**config.mk**
```make
export PLATFORM = sky130hd
export DESIGN_NAME = ram_port_arbiter
export DESIGN_NICKNAME = d
export VERILOG_FILES = /design/src/rtl/ram_port_arbiter.sv
export SDC_FILE = /design/constraint.sdc
export NUM_CORES = 1
export LEC_CHECK = 0
export ABC_AREA = 1
export CAP_MARGIN = 20
export CORE_UTILIZATION = 45
export DETAILED_ROUTE_END_ITERATION = 8
export HOLD_SLACK_MARGIN = 0.15
export PLACE_DENSITY = 0.92
export SETUP_SLACK_MARGIN = 0.1
export SYNTH_ARGS = -nofsm -noshare
export SYNTH_HDL_FRONTEND = slang
export SYNTH_SLANG_ARGS = --single-unit
```
**constraint.sdc**
```tcl
create_clock -name clk -period 2.1 [get_ports clk]
set_input_delay 0.63 -clock clk [delete_from_list [all_inputs] [get_ports clk]]
set_output_delay 0.63 -clock clk [all_outputs]
set_load 0.005 [all_outputs]
```
**src/rtl/ram_port_arbiter.sv**
```systemverilog
// Round-robin arbiter sharing one RAM port between the I-cache (req0) and D-cache (req1)
// control units, with four-phase request/ack handshakes and a watchdog on the RAM acknowledge.
module ram_port_arbiter #(
  parameter int ADDR_WIDTH     = 8,
  parameter int DATA_WIDTH     = 32,
  parameter int TIMEOUT_CYCLES = 64
) (
  input  logic                  clk,
  input  logic                  not_reset,
  input  logic                  req0_avalid,
  input  logic                  req0_rnw,
  input  logic [ADDR_WIDTH-1:0] req0_addr,
  input  logic [DATA_WIDTH-1:0] req0_wdata,
  output logic [DATA_WIDTH-1:0] req0_rdata,
  output logic                  req0_ack,
  input  logic                  req1_avalid,
  input  logic                  req1_rnw,
  input  logic [ADDR_WIDTH-1:0] req1_addr,
  input  logic [DATA_WIDTH-1:0] req1_wdata,
  output logic [DATA_WIDTH-1:0] req1_rdata,
  output logic                  req1_ack,
  output logic                  ram_avalid,
  output logic                  ram_rnw,
  output logic [ADDR_WIDTH-1:0] ram_addr,
  output logic [DATA_WIDTH-1:0] ram_wdata,
  input  logic [DATA_WIDTH-1:0] ram_rdata,
  input  logic                  ram_ack,
  output logic                  bus_err,
  output logic                  grant
);

  localparam int CNT_WIDTH = $clog2(TIMEOUT_CYCLES) + 1;
  localparam logic [CNT_WIDTH-1:0] CNT_LAST = CNT_WIDTH'(TIMEOUT_CYCLES - 1);

  typedef enum logic [1:0] {
    IDLE     = 2'd0,
    WAIT_ACK = 2'd1,
    DONE     = 2'd2
  } state_t;

  state_t                  state_reg, state_next;
  logic                    last_grant_reg, last_grant_next;
  logic                    grant_reg, grant_next;
  logic                    ram_avalid_reg, ram_avalid_next;
  logic                    ram_rnw_reg, ram_rnw_next;
  logic [ADDR_WIDTH-1:0]   ram_addr_reg, ram_addr_next;
  logic [DATA_WIDTH-1:0]   ram_wdata_reg, ram_wdata_next;
  logic [CNT_WIDTH-1:0]    count_reg, count_next;
  logic [1:0]              ack_reg, ack_next;
  logic                    bus_err_reg, bus_err_next;
  logic [DATA_WIDTH-1:0]   rdata_reg [2];
  logic [DATA_WIDTH-1:0]   rdata_next [2];

  // Per-requester views of the two handshake ports, indexed by requester number.
  logic [1:0]              req_avalid;
  logic [1:0]              req_rnw;
  logic [ADDR_WIDTH-1:0]   req_addr [2];
  logic [DATA_WIDTH-1:0]   req_wdata [2];
  logic                    sel;

  assign req_avalid   = {req1_avalid, req0_avalid};
  assign req_rnw      = {req1_rnw, req0_rnw};
  assign req_addr[0]  = req0_addr;
  assign req_addr[1]  = req1_addr;
  assign req_wdata[0] = req0_wdata;
  assign req_wdata[1] = req1_wdata;

  always_comb begin
    state_next      = state_reg;
    last_grant_next = last_grant_reg;
    grant_next      = grant_reg;
    ram_avalid_next = ram_avalid_reg;
    ram_rnw_next    = ram_rnw_reg;
    ram_addr_next   = ram_addr_reg;
    ram_wdata_next  = ram_wdata_reg;
    count_next      = count_reg;
    ack_next        = ack_reg;
    bus_err_next    = bus_err_reg;
    rdata_next[0]   = rdata_reg[0];
    rdata_next[1]   = rdata_reg[1];
    sel             = 1'b0;

    case (state_reg)
      IDLE: begin
        if (|req_avalid) begin
          // A tie goes to whoever was not served last; otherwise the sole requester wins.
          sel             = (&req_avalid) ? ~last_grant_reg : req_avalid[1];
          ram_rnw_next    = req_rnw[sel];
          ram_addr_next   = req_addr[sel];
          ram_wdata_next  = req_wdata[sel];
          ram_avalid_next = 1'b1;
          grant_next      = sel;
          last_grant_next = sel;
          count_next      = '0;
          state_next      = WAIT_ACK;
        end
      end

      WAIT_ACK: begin
        count_next = count_reg + CNT_WIDTH'(1);
        if (ram_ack) begin
          ram_avalid_next = 1'b0;
          if (ram_rnw_reg) begin
            rdata_next[grant_reg] = ram_rdata;
          end
          ack_next[grant_reg] = 1'b1;
          bus_err_next        = 1'b0;
          state_next          = DONE;
        end else if (count_reg == CNT_LAST) begin
          ram_avalid_next       = 1'b0;
          rdata_next[grant_reg] = '0;
          ack_next[grant_reg]   = 1'b1;
          bus_err_next          = 1'b1;
          state_next            = DONE;
        end
      end

      DONE: begin
        if (!req_avalid[grant_reg]) begin
          ack_next     = '0;
          bus_err_next = 1'b0;
          state_next   = IDLE;
        end
      end

      default: begin
        state_next = IDLE;
      end
    endcase
  end

  always_ff @(posedge clk or negedge not_reset) begin
    if (!not_reset) begin
      state_reg      <= IDLE;
      last_grant_reg <= 1'b1;
      grant_reg      <= 1'b0;
      ram_avalid_reg <= 1'b0;
      ram_rnw_reg    <= 1'b1;
      ram_addr_reg   <= '0;
      ram_wdata_reg  <= '0;
      count_reg      <= '0;
      ack_reg        <= '0;
      bus_err_reg    <= 1'b0;
      rdata_reg[0]   <= '0;
      rdata_reg[1]   <= '0;
    end else begin
      state_reg      <= state_next;
      last_grant_reg <= last_grant_next;
      grant_reg      <= grant_next;
      ram_avalid_reg <= ram_avalid_next;
      ram_rnw_reg    <= ram_rnw_next;
      ram_addr_reg   <= ram_addr_next;
      ram_wdata_reg  <= ram_wdata_next;
      count_reg      <= count_next;
      ack_reg        <= ack_next;
      bus_err_reg    <= bus_err_next;
      rdata_reg[0]   <= rdata_next[0];
      rdata_reg[1]   <= rdata_next[1];
    end
  end

  assign ram_avalid = ram_avalid_reg;
  assign ram_rnw    = ram_rnw_reg;
  assign ram_addr   = ram_addr_reg;
  assign ram_wdata  = ram_wdata_reg;
  assign req0_ack   = ack_reg[0];
  assign req1_ack   = ack_reg[1];
  assign req0_rdata = rdata_reg[0];
  assign req1_rdata = rdata_reg[1];
  assign bus_err    = bus_err_reg;
  assign grant      = grant_reg;

endmodule

```
==> results list <==
* Required time of the critical path: 1.47 ns
- In this run switching power makes up 36.3% of total power.
- Synthesis-to-finish area growth: 53.7%
- Classification of the worst-slack hold path: input pin to async pin
- The worst register-to-register path ends at req0_rdata[27]$_DFFE_PN0P_.
- Detailed routing placed a total of 9.95 mm of wire on met2.
- Part of the Yosys area used for sequential elements: 49.8%
* Proportion of synthesized area in mux cells: 0%
- Clock slew seen by the registers of the worst setup and hold paths: 0.06 ns
* Maximum buffer depth of the clock tree: 2
- The detailed router used layers up to and including met4.
* Pins over their slew limit: 0
- Internal reg-to-reg setup slack: 0.34 ns
- Fin area: 9280 µm²
- Post-route clock skew: 0.00888 ns
- In this run the power density over the cells is 1320 nW/µm².
- From bottom edge to top edge, the die measures 118 µm.
- Cells fill 72.1% of the core in the end.
- TritonCTS sink count: 120
- Entering global routing, the biggest net connects 63 pins.
* CP top delay family: buffers and inverters
* Combinational family with the most area after synthesis: simple AND/OR/NAND/NOR gates
* Sequential share of power: 32.7%
- For this design the top-level I/O count stands at 229.
* Root buffer cell: clkbuf_16
- Count of input and output buffers: 228
- Routed WL: 20.4 mm
- Standby leakage power: 4.35 nW
* Overall fraction of global-route tracks in use: 29.9%
* Worst path bufs/invs: 1
* RSZ-0062 raised after global routing: false
- Internal power comes to 7.80 mW.
- Compound-cell area share of the yosys netlist: 13.5%
- Ratio of final minimum period to clock period: 94.4%
- STA classifies the critical path endpoint as an output port.
- Smallest setup slack after layout: 0.118 ns
* Switching power summed over all nets: 4.45 mW
* Hold violation total from the final report: 0
* Count of routing violations after the opening detailed-route iteration: 969
- Number of instances in the synthesized netlist: 780
* DR pass1 iterations: 6
* Worst slack at placement: -0.0278 ns
* Final Wtd Congestion: 0.795
- Antenna-violating nets left: 0
- In this run the cell area measured after placement is 8650 µm².
* Post-synth top cells: 197 x nand2_1, 120 x o21ai_0, 118 x dfrtp_1
* Fraction of the mapped netlist area in simple logic gates: 28.8%
- Deepest level of the CTS H-tree: 4
* Transition at the pin with the smallest max-transition slack: 0.492 ns
* # hold bufs at CTS: 0
* Number of flops mapped to enable cells by yosys: 0
- The die covers 13900 µm².
- Skew-Pair Late Insertion Delay: 0.42 ns
* Max-slew headroom: 67.2%
- Fill cells in the final layout number 949.
- The first global-routing pass estimated 33.1 mm of wire.
- Maximum VDD drop: 0.756 mV
* Critical path's slowest cell: clkdlybuf4s50_1
- The number of cells on the worst reg-to-reg path is 7.
- In the final layout, the share of cells above drive strength 1 is 7.98%.
* Number of nets in the layout: 1122
- Outcome: complete, no violations
* Antenna violations before repair: 1
* Kind of critical path: register to output port
- Yosys attributes the largest share of cell area to dfrtp_1 49%, nand2_1 12%, o21ai_0 9.9%, nand4_1 6.9%, nand3_1 6.1%.
- In the final routing, the length of wire on met1 measures 7.45 mm.
- Die width: 118 µm
* Xor-xnor portion of the synthesized cell area: 0%
- The number of different library cells used by synthesis comes to 24.
- Synth Flop Type: dfrtp_1
- Global routing finished with a remaining overflow of 0.
- After floorplanning, the core was sized to cover 12900 µm².
- Minimum clock period: 1.98 ns
- Traced cell by cell, the critical path runs through clkdlybuf4s50_1.
* Syn nets: 900
* Worst Setup Start Kind: register
- Detailed placement ended at an HPWL of 13.9 mm.
* Area of all sequential standard cells: 3010 µm²
- Final setup violation count: 0
* Peak Freq: 504 MHz
* Mean number of vias per cell: 5.71
- Worst reg2reg path startpoint: grant$_DFFE_PN0P_
- The tool flagged a number of max-cap violations equal to 0.
* Number of remaining DRC errors: 0
- Post-synthesis area per instance: 7.74 µm²
- Post-Synthesis Cell Area: 6040 µm²
- Via count of the first global-routing pass: 6822
- Area taken by multi-input logic gates: 2580 µm²
- TritonCTS clock tree: built
- Summing the areas of all fa, ha and maj instances in the mapped netlist gives 0.207% of the synthesized area.
* Synth area leader: dfrtp_1
- Yosys top cell area share: 48.9%
* Detail-routed net length per standard cell: 17.2 µm
* Share of async-settable or async-resettable flops after synthesis: 100%
- 0 antenna diodes ended up in the layout.
- During synthesis, Yosys emitted a total of 0 warnings.
* Vias after detailed routing: 6772
- CP Data Arrival Time: 1.35 ns
- Part of the power in the clock network: 22.6%
- CP max FO: 3
- Clock tree synthesis inserted a total of 17 buffers.
* Slowest Stage Delay on Critical Path: 0.53 ns
- Share of power burned in combinational logic: 44.8%
* Number of storage elements in the synthesis netlist: 120
* Most instantiated library cell after synthesis: nand2_1
- The initialized floorplan defines 41 standard-cell rows.
- Starting density of the core: 46.9%
- WL met3: 2.35 mm
[cells by family (layout without fill, tap and decap cells)]
family,Yosys count,count (layout)
DFF,120,120
and+or+nand+nor,388,388
adders and majority gates,1,1
AOI/OAI and AO/OA,160,160
buffers and inverters,111,346
[worst reg2reg max path, cell delays in order, from the launching register on]
cell and delay (ns):
dfrtp_2 0.42, buf_4 0.15, inv_2 0.22, nand2_2 0.18, buf_4 0.24, o21ai_0 0.25
nand4_1 0.15, nand2_1 0.09
[routing by layer]
metal | GRT usage, % | up-vias
li1 | - | 3083
met1 | 33.5 | 3183
met2 | 50.7 | 448
met3 | 10.6 | 58
met4 | 13.9 | 0
met5 | 0 | -
[area by class of cell]
| cell class | instances | area share, % |
|---|---|---|
| Clock buffer | 28 | 5.57 |
| Clock inverter | 4 | 0.485 |
| Inverter | 46 | 1.86 |
| Multi-Input combinational cell | 549 | 27.8 |
| Sequential cell | 120 | 32.4 |
| Tap cell | 172 | 2.32 |
| Timing Repair Buffer | 268 | 29.5 |
[metrics by stage]
| step | cells | TNS, ns | total power, mW | hold WS, ns |
|---|---|---|---|---|
| after floorplan | 780 | 0 | 6.27 | 0.334 |
| after global placement | 1147 | 0 | 9.19 | 0.457 |
| after detailed placement | 1147 | -0.287 | 9.37 | 0.466 |
| after CTS | 1182 | 0 | 12.2 | 0.182 |
| after global routing | 1187 | 0 | 13.0 | 0.204 |
| final | 1187 | 0 | 12.2 | 0.183 |
[worst max path at each step]
stage / startpoint / endpoint / slack [ns] / depth (start not counted)
floorplan: ram_ack / req0_rdata[0]$_DFFE_PN0P_ / 0.52 / 7
global placement: ram_ack / req1_rdata[30]$_DFFE_PN0P_ / 0.04 / 6
detailed placement: ram_ack / req1_rdata[24]$_DFFE_PN0P_ / -0.03 / 6
CTS: req1_rdata[2]$_DFFE_PN0P_ / req1_rdata[2] / 0.10 / 1
global route: req0_rdata[6]$_DFFE_PN0P_ / req0_rdata[6] / 0.10 / 1
finish: req0_rdata[16]$_DFFE_PN0P_ / req0_rdata[16] / 0.12 / 1
[power groups by stage]
| stage | clock network, mW | registers (mW) | logic [mW] |
|---|---|---|---|
| after CTS | 2.80 | 3.99 | 5.45 |
| final | 2.76 | 4.00 | 5.48 |
| after detailed placement | 0 | 3.99 | 5.38 |
| after floorplan | 0 | 3.94 | 2.33 |
| after global placement | 0 | 3.98 | 5.21 |
| after global routing | 2.90 | 4.10 | 5.98 |
[timing repair]
item / CTS / global route
cloned: 0 / 0
endpoints found under the hold margin: 0 / 0
gates resized for setup: 3 / 6
setup endpoints to repair: 5 / 10
setup buffers: 3 / 5
[layout by cell type (no fill, tap or decap)]
cell,netlist,layout
clkdlybuf4s50_1,0,219
dfrtp_1,118,117
a21oi_1,5,5
a21oi_4,0,1
dlygate4sd2_1,0,2
buf_12,0,12
o21ai_1,30,30
dfstp_2,2,2
dfrtp_2,0,1
clkbuf_8,0,5
clkbuf_16,0,17
bufinv_16,0,1
nand4_1,67,67
o21ai_4,0,1
a22oi_1,1,1
nand2_2,0,3
buf_4,0,29
nand3_1,74,74
nor2_8,1,1
a31oi_1,1,1
o21ai_0,120,120
nor2_1,47,47
ha_1,1,1
inv_2,3,4
o22ai_1,1,1
clkinv_2,0,3
nand2_1,197,194
clkbuf_1,36,6
nor2_2,1,1
dlymetal6s2s_1,0,6
nor3_1,1,1
inv_1,43,42
No activity file was read; power rests on OpenSTA's default activity.
